### src/rtl/mem_arb_pkg.sv
// Shared types and constants for the two-port memory arbiter.
// State encoding is fixed so the core-side debug view can decode it.
package mem_arb_pkg;

    localparam logic [1:0] ST_IDLE  = 2'd0;
    localparam logic [1:0] ST_ISSUE = 2'd1;
    localparam logic [1:0] ST_WAIT  = 2'd2;
    localparam logic [1:0] ST_DONE  = 2'd3;

    typedef enum logic [1:0] {
        IDLE  = ST_IDLE,
        ISSUE = ST_ISSUE,
        WAIT  = ST_WAIT,
        DONE  = ST_DONE
    } state_t;

    localparam logic PORT_CPU = 1'b0;
    localparam logic PORT_VID = 1'b1;

    // Wide enough for MEM_LAT and STARVE_MAX up to 15.
    localparam int CNT_W = 4;

endpackage

### src/rtl/mem_arb_grant.sv
// Combinational grant decision: CPU wins ties unless port 1 has been
// passed over STARVE_MAX times in a row.
module mem_arb_grant
    import mem_arb_pkg::*;
#(
    parameter int STARVE_MAX = 4
) (
    input  logic             cpu_req,
    input  logic             vid_req,
    input  logic [CNT_W-1:0] starve_cnt,
    output logic             grant,
    output logic             grant_valid
);

    always_comb begin
        grant_valid = cpu_req | vid_req;
        grant       = PORT_CPU;
        if (vid_req && (!cpu_req || (starve_cnt == CNT_W'(STARVE_MAX)))) begin
            grant = PORT_VID;
        end
    end

endmodule

### src/rtl/mem_arbiter.sv
// Memory access controller sharing one fixed-latency port between the CPU
// (read/write) and a read-only video/debug port.
//
//   state | meaning
//   IDLE  | arbitrate; latch winner's address/we/wdata
//   ISSUE | single-cycle mem_en strobe
//   WAIT  | MEM_LAT cycles; capture mem_rdata on the last one
//   DONE  | one-cycle ready pulse to the granted port
module mem_arbiter
    import mem_arb_pkg::*;
#(
    parameter int ADDR_W     = 24,
    parameter int DATA_W     = 16,
    parameter int MEM_LAT    = 2,
    parameter int STARVE_MAX = 4
) (
    input  logic              clk,
    input  logic              reset,
    input  logic              cpu_req,
    input  logic              cpu_we,
    input  logic [ADDR_W-1:0] cpu_addr,
    input  logic [DATA_W-1:0] cpu_wdata,
    output logic [DATA_W-1:0] cpu_rdata,
    output logic              cpu_ready,
    input  logic              vid_req,
    input  logic [ADDR_W-1:0] vid_addr,
    output logic [DATA_W-1:0] vid_rdata,
    output logic              vid_ready,
    output logic              mem_en,
    output logic              mem_we,
    output logic [ADDR_W-1:0] mem_addr,
    output logic [DATA_W-1:0] mem_wdata,
    input  logic [DATA_W-1:0] mem_rdata,
    output logic              busy
);

    state_t            state;
    state_t            state_nxt;
    logic              gnt_port;
    logic              gnt_valid;
    logic              gnt_q;
    logic              we_q;
    logic [CNT_W-1:0]  starve_cnt;
    logic [CNT_W-1:0]  wait_cnt;
    logic [ADDR_W-1:0] addr_q;
    logic [DATA_W-1:0] wdata_q;
    logic [DATA_W-1:0] cpu_rdata_q;
    logic [DATA_W-1:0] vid_rdata_q;

    mem_arb_grant #(
        .STARVE_MAX (STARVE_MAX)
    ) u_grant (
        .cpu_req     (cpu_req),
        .vid_req     (vid_req),
        .starve_cnt  (starve_cnt),
        .grant       (gnt_port),
        .grant_valid (gnt_valid)
    );

    always_comb begin
        state_nxt = state;
        case (state)
            IDLE:    if (gnt_valid) state_nxt = ISSUE;
            ISSUE:   state_nxt = we_q ? DONE : WAIT;
            WAIT:    if (wait_cnt == '0) state_nxt = DONE;
            DONE:    state_nxt = IDLE;
            default: state_nxt = IDLE;
        endcase
    end

    always_ff @(posedge clk) begin
        if (!reset) begin
            state       <= IDLE;
            gnt_q       <= PORT_CPU;
            we_q        <= 1'b0;
            starve_cnt  <= '0;
            wait_cnt    <= '0;
            addr_q      <= '0;
            wdata_q     <= '0;
            cpu_rdata_q <= '0;
            vid_rdata_q <= '0;
        end else begin
            state <= state_nxt;
            case (state)
                IDLE: begin
                    if (gnt_valid) begin
                        gnt_q <= gnt_port;
                        if (gnt_port == PORT_CPU) begin
                            we_q    <= cpu_we;
                            addr_q  <= cpu_addr;
                            wdata_q <= cpu_wdata;
                            if (vid_req && (starve_cnt < CNT_W'(STARVE_MAX))) begin
                                starve_cnt <= starve_cnt + 1'b1;
                            end
                        end else begin
                            // port 1 can never write
                            we_q       <= 1'b0;
                            addr_q     <= vid_addr;
                            wdata_q    <= '0;
                            starve_cnt <= '0;
                        end
                    end
                end
                ISSUE: wait_cnt <= CNT_W'(MEM_LAT - 1);
                WAIT: begin
                    if (wait_cnt == '0) begin
                        if (gnt_q == PORT_CPU) cpu_rdata_q <= mem_rdata;
                        else                   vid_rdata_q <= mem_rdata;
                    end else begin
                        wait_cnt <= wait_cnt - 1'b1;
                    end
                end
                default: ;
            endcase
        end
    end

    assign mem_en    = (state == ISSUE);
    assign mem_we    = mem_en & we_q;
    assign mem_addr  = addr_q;
    assign mem_wdata = wdata_q;
    assign cpu_ready = (state == DONE) && (gnt_q == PORT_CPU);
    assign vid_ready = (state == DONE) && (gnt_q == PORT_VID);
    assign cpu_rdata = cpu_rdata_q;
    assign vid_rdata = vid_rdata_q;
    assign busy      = (state != IDLE);

endmodule
### config.mk
export PLATFORM = sky130hd
export DESIGN_NAME = mem_arbiter
export DESIGN_NICKNAME = d
export VERILOG_FILES = /design/src/rtl/mem_arb_pkg.sv /design/src/rtl/mem_arb_grant.sv /design/src/rtl/mem_arbiter.sv
export SDC_FILE = /design/constraint.sdc
export NUM_CORES = 1
export LEC_CHECK = 0
export ABC_AREA = 1
export CAP_MARGIN = 20
export CORE_ASPECT_RATIO = 0.9
export CORE_UTILIZATION = 42
export CTS_CLUSTER_DIAMETER = 120
export DETAILED_ROUTE_END_ITERATION = 8
export GPL_TIMING_DRIVEN = 0
export HOLD_SLACK_MARGIN = 0.12
export PLACE_DENSITY = 0.79
export SYNTH_ARGS = -nofsm -noshare
export SYNTH_HDL_FRONTEND = slang
export SYNTH_HIERARCHICAL = 1
export SYNTH_SLANG_ARGS = --single-unit
### constraint.sdc
create_clock -name clk -period 2.2 [get_ports clk]
set_input_delay 0.33 -clock clk [delete_from_list [all_inputs] [get_ports clk]]
set_output_delay 0.33 -clock clk [all_outputs]
set_load 0.01 [all_outputs]
==> results.sh, run 1 <==
export IMPL_status="complete, no violations"
export IMPL_combPwrFrac_pct=42.9
export IMPL_clock_fmax_ghz=0.482
export IMPL_grt_pass1_vias=3870
export IMPL_antenna_cells=0
export IMPL_rrSetupSlack_ps=450
export IMPL_layout_setup_ws_ps=124
export IMPL_root_buffer="clkbuf_8"
export IMPL_clock_sinks=84
export IMPL_power_share_switching_pct=35.4
export IMPL_place_gp_congestion=0.808
export IMPL_ant_nets=0
export IMPL_p_per_area_nw_per_um2=1040
export IMPL_r2r_start="state[0]$_SDFFE_PN0P_"
export IMPL_dieWidth_um=101
export IMPL_grt_max_degree=15
export IMPL_yosysWarningCount=6
export IMPL_cp_arrival_ps=1750
export IMPL_p_clk_share_pct=21.1
export IMPL_die_h_um=90.8
export IMPL_die_area_um2=9130
export IMPL_grt_pass1_wl_um=17300
export IMPL_timing_final_crit_period_ps=2080
export IMPL_netlist_instances=531
export IMPL_layout_nets=794
export IMPL_layout_common_cells="160 x clkdlybuf4s50_1, 134 x nand2_1, 103 x nor2_1"
export IMPL_ir_worst_vdd_mv=0.497
export IMPL_setup_viol=0
export IMPL_antenna_found_initial=0
export IMPL_critPathLaunchType="register"
export IMPL_seqPwrFrac_pct=36.0
export IMPL_rsz0062_at_grt="false"
export IMPL_drt_iter0_markers=167
export IMPL_htreeDepth=3
export IMPL_drt_wl_total_um=10500
export IMPL_crit_start="state[0]$_SDFFE_PN0P_"
export IMPL_seq_area_um2=1680
export IMPL_cts_made_buffers=9
export IMPL_multi_input_area_um2=1570
export IMPL_syn_area_per_cell_um2=6.93
export IMPL_cts_tree="built"
export IMPL_gr_total_overflow=0
export IMPL_synth_area_um2=3680
export IMPL_slew_viol_final=0
export IMPL_yosys_top_cells_area="dfxtp_1 46%, nand2_1 14%, nor2_1 11%, inv_1 7.5%, o211ai_1 4.9%"
export IMPL_cap_violations=0
export IMPL_cts_hold_buffers=0
export IMPL_dr_pass1_iters=6
export IMPL_dp_hpwl_um=8080
export IMPL_yosys_area_top_type="dfxtp_1"
export IMPL_synth_seq_cells=84
export IMPL_seq_area_frac_synth_pct=45.7
export IMPL_syn_to_final_growth_pct=53.8
export IMPL_end_kind="output pin"
export IMPL_final_common_cell="clkdlybuf4s50_1"
export IMPL_vias=3882
export IMPL_synth_nets=623
export IMPL_num_rows=32
export IMPL_timing_hold_violations_final=0
export IMPL_port_buffers=160
export IMPL_clk_latency_ps=350
export IMPL_min_path_type="in -> reg"
export IMPL_relSlewSlack_pct=67.9
export IMPL_n_fill_cell=745
export IMPL_coreArea_um2=8530
export IMPL_fin_crit_sh_pct=94.4
export IMPL_path_class="reg -> out"
export IMPL_start_util_pct=43.1
export IMPL_cp_required_ps=1870
export IMPL_p_leak_uw=0.00264
export IMPL_postCtsResizedCells=0
export IMPL_cts_buffer_depth=2
export IMPL_path_max_fanout=5
export IMPL_min_from="reset"
export IMPL_fin_skew_ps=12.1
export IMPL_p_int_uw=3800
export IMPL_wl_per_cell_um=12.8
export IMPL_vias_per_cell=4.70
export IMPL_netlist_cell_type_count=25
export IMPL_synth_top_area_share_pct=45.7
export IMPL_layout_drive_gt1_share_pct=6.36
export IMPL_tightest_slew_ps=481
export IMPL_grtUsageTotal_pct=23.7
export IMPL_ios=162
export IMPL_clk_pin_slew_ps=90
export IMPL_switchingPower_uw=2080
export IMPL_tns_ps=0
export IMPL_post_cts_buffers=0
export IMPL_pre_cts_slack_ps=97.5
export IMPL_drc=0
-- path summary, 6_finish.rpt --
kind / end / depth (start not counted)
setup / recovery: busy / 4
setup reg to reg: mem_wdata[14]$_SDFFE_PN0P_ / 8
hold reg to reg: starve_cnt[2]$_SDFFE_PN0P_ / 2
hold / removal: mem_wdata[4]$_SDFFE_PN0P_ / 3
-- kinds of logic after synthesis --
family	Yosys count	synth area share [%]
fa+ha+maj	7	2.38
simple gates	300	33.2
xor+xnor	1	0.238
compound gates	37	6.77
buf+inv	102	11.6
flops	84	45.7
-- metal layers --
metal / wire length [um] / GRT usage (%)
met5: 0 / 0
met4: 377 / 12.3
met3: 675 / 5.73
met2: 5130 / 40.9
met1: 4350 / 26.9
-- critical path: stages (launching register included) --
cell	delay, ps
dfxtp_1	410
inv_1	110
ha_1	240
inv_1	70
clkdlybuf4s50_1	560
-- state kept, by name, indices dropped and copies added (netlist names) --
register	count
cpu_rdata	16
gnt_q	1
mem_addr	24
mem_wdata	16
starve_cnt	4
state	2
vid_rdata	16
wait_cnt	4
we_q	1
-- power groups by stage --
stage	clock network, uW	logic [uW]	registers, uW
after global routing	1320	2790	2160
after floorplan	0	1190	2280
final	1240	2520	2110
after global placement	0	2440	2130
after detailed placement	0	2520	2140
after CTS	1260	2530	2110
-- synthesized netlist by cell type, drive strengths merged --
cell type / instances
nor3b: 1
nand2: 138
inv: 74
nand4: 2
clkinv: 1
nor2: 105
ha: 7
nand3: 33
or2: 4
xor2: 1
nor3: 17
dfxtp: 84
o211ai: 24
buf: 19
clkbuf: 8
a21oi: 12
o21ai: 1
-- final cells by class --
cell class / instances / share of cell area, %
plain buffers: 27 / 2.57
flip-flops and latches: 84 / 29.7
well taps: 119 / 2.63
multi-input cells: 345 / 27.7
inverters: 75 / 5.00
clock inverters: 5 / 1.50
repair buffers: 160 / 28.3
clock buffers: 11 / 2.50
-- metrics by stage --
step	cells	area (um2)	hold WS [ps]	total power (uW)	utilization, %
detailed placement	810	5430	465	4660	63.6
finish	826	5650	468	5880	66.3
global placement	810	5430	459	4570	63.6
floorplan	531	3680	443	3460	-
CTS	826	5650	460	5900	66.3
global route	826	5650	476	6270	66.3
Power figures use the tool's default switching activity.
==> inputs of run 2 (changes only) <==
--- a/config.mk
+++ b/config.mk
@@ -9,6 +9,7 @@
 export CAP_MARGIN = 20
 export CORE_ASPECT_RATIO = 0.9
 export CORE_UTILIZATION = 42
+export CTS_BUF_LIST = sky130_fd_sc_hd__clkbuf_8 sky130_fd_sc_hd__clkbuf_16
 export CTS_CLUSTER_DIAMETER = 120
 export DETAILED_ROUTE_END_ITERATION = 8
 export GPL_TIMING_DRIVEN = 0
==> results.sh, run 2 (same netlist as run 1, synthesis figures left out) <==
export IMPL_cp_arrival_ps=1750
export IMPL_power_total_uw=5870
export IMPL_dieWidth_um=101
export IMPL_clk_pin_slew_ps=90
export IMPL_min_from="reset"
export IMPL_dr_pass1_iters=6
export IMPL_r2r_start="state[0]$_SDFFE_PN0P_"
export IMPL_path_max_fanout=5
export IMPL_place_gp_congestion=0.808
export IMPL_relSlewSlack_pct=68.0
export IMPL_min_path_cells=3
export IMPL_gr_total_overflow=0
export IMPL_htreeDepth=3
export IMPL_tightest_slew_ps=481
export IMPL_grt_pass1_vias=3870
export IMPL_slew_viol_final=0
export IMPL_cpMostUsedCell="inv_1"
export IMPL_path_cells="inv_1 > ha_1 > inv_1 > clkdlybuf4s50_1"
export IMPL_grt_max_degree=15
export IMPL_start_util_pct=43.1
export IMPL_critical_path_max_stage_delay_ps=560
export IMPL_r2r_cells=8
export IMPL_p_leak_uw=0.00264
export IMPL_timing_final_crit_period_ps=2080
export IMPL_drt_iter0_markers=167
export IMPL_antenna_found_initial=0
export IMPL_final_common_cell="clkdlybuf4s50_1"
export IMPL_ant_nets=0
export IMPL_num_rows=32
export IMPL_coreArea_um2=8530
export IMPL_layout_common_cells="160 x clkdlybuf4s50_1, 134 x nand2_1, 103 x nor2_1"
export IMPL_largest_reg_flops=24
export IMPL_cts_hold_buffers=0
export IMPL_timing_hold_violations_final=0
export IMPL_dp_hpwl_um=8080
export IMPL_fin_skew_ps=12.0
export IMPL_path_class="reg -> out"
export IMPL_tns_ps=0
export IMPL_n_fill_cell=745
export IMPL_cts_tree="built"
export IMPL_slowest_stage="clkdlybuf4s50_1"
export IMPL_port_buffers=160
export IMPL_rsz0062_at_grt="false"
export IMPL_cts_made_buffers=9
export IMPL_hold_end="mem_wdata[4]$_SDFFE_PN0P_"
export IMPL_ir_worst_vdd_mv=0.496
export IMPL_whs_ps=470
export IMPL_root_buffer="clkbuf_8"
export IMPL_cp_required_ps=1870
export IMPL_vias_per_cell=4.71
export IMPL_wl_per_cell_um=12.8
export IMPL_die_h_um=90.8
export IMPL_status="complete, no violations"
export IMPL_rrSetupSlack_ps=450
export IMPL_p_per_area_nw_per_um2=1040
export IMPL_clk_latency_ps=350
export IMPL_drc=0
export IMPL_ios=162
export IMPL_grt_pass1_wl_um=17300
export IMPL_critPathLaunchType="register"
export IMPL_min_path_type="in -> reg"
export IMPL_layout_drive_gt1_share_pct=6.36
export IMPL_syn_to_final_growth_pct=53.8
export IMPL_fin_crit_sh_pct=94.3
export IMPL_clock_fmax_ghz=0.482
export IMPL_end_kind="output pin"
export IMPL_post_cts_buffers=0
export IMPL_die_area_um2=9130
export IMPL_setup_viol=0
export IMPL_reg2reg_to="mem_wdata[14]$_SDFFE_PN0P_"
export IMPL_cts_buffer_depth=2
export IMPL_layout_nets=794
export IMPL_clock_sinks=84
export IMPL_crit_start="state[0]$_SDFFE_PN0P_"
export IMPL_grtUsageTotal_pct=23.7
export IMPL_drt_wl_total_um=10500
export IMPL_antenna_cells=0
export IMPL_vias=3894
export IMPL_cap_violations=0
export IMPL_postCtsResizedCells=0
==> run 2: changes by cell type in the layout (fill, tap and decap cells not counted) <==
cell | before | now
clkbuf_1 | 9 | 8
inv_1 | 73 | 74
==> run 2: final cells by class <==
class | count | area (um2) | area share, %
Sequential cell | 84 | 1680 | 29.7
Timing Repair Buffer | 160 | 1600 | 28.3
Multi-Input combinational cell | 345 | 1570 | 27.7
Inverter | 75 | 283 | 5.00
Tap cell | 119 | 149 | 2.63
Buffer | 27 | 145 | 2.57
Clock buffer | 10 | 138 | 2.43
Clock inverter | 6 | 88.8 | 1.57
==> run 2: worst max path at each step <==
stage	to	slack, ps	depth (start not counted)
floorplan	mem_addr[10]$_SDFFE_PN0P_	690	8
global placement	mem_addr[19]$_SDFFE_PN0P_	140	10
detailed placement	mem_addr[19]$_SDFFE_PN0P_	100	10
CTS	busy	100	4
global route	busy	30	4
finish	busy	120	4
==> run 2: critical path, delay by kind of cell, from the launching register on <==
kind / cells / cell delay, ps
DFF: 1 / 410
adders and majority gates: 1 / 240
buffers and inverters: 3 / 740
==> run 2: power breakdown <==
group          switching, uW  total [uW]  internal, uW
sequential               216        2110          1900
combinational           1300        2520          1220
clock                    563        1230           670
==> run 2: metrics by stage <==
stage / std cells / setup slack (ps) / area [um2] / util, %
after floorplan: 531 / 689 / 3680 / -
after detailed placement: 810 / 97.5 / 5430 / 63.6
after CTS: 826 / 100 / 5650 / 66.3
after global placement: 810 / 138 / 5430 / 63.6
after global routing: 826 / 34.2 / 5650 / 66.3
final: 826 / 125 / 5650 / 66.3
==> run 2: layer usage <==
layer  vias to the layer above  routed length (um)  track usage (%)
li1                       1970                   -                -
met4                         0                 383             12.3
met2                       141                5140             40.9
met3                        35                 684             5.73
met5                         -                   0                0
met1                      1748                4330             26.9
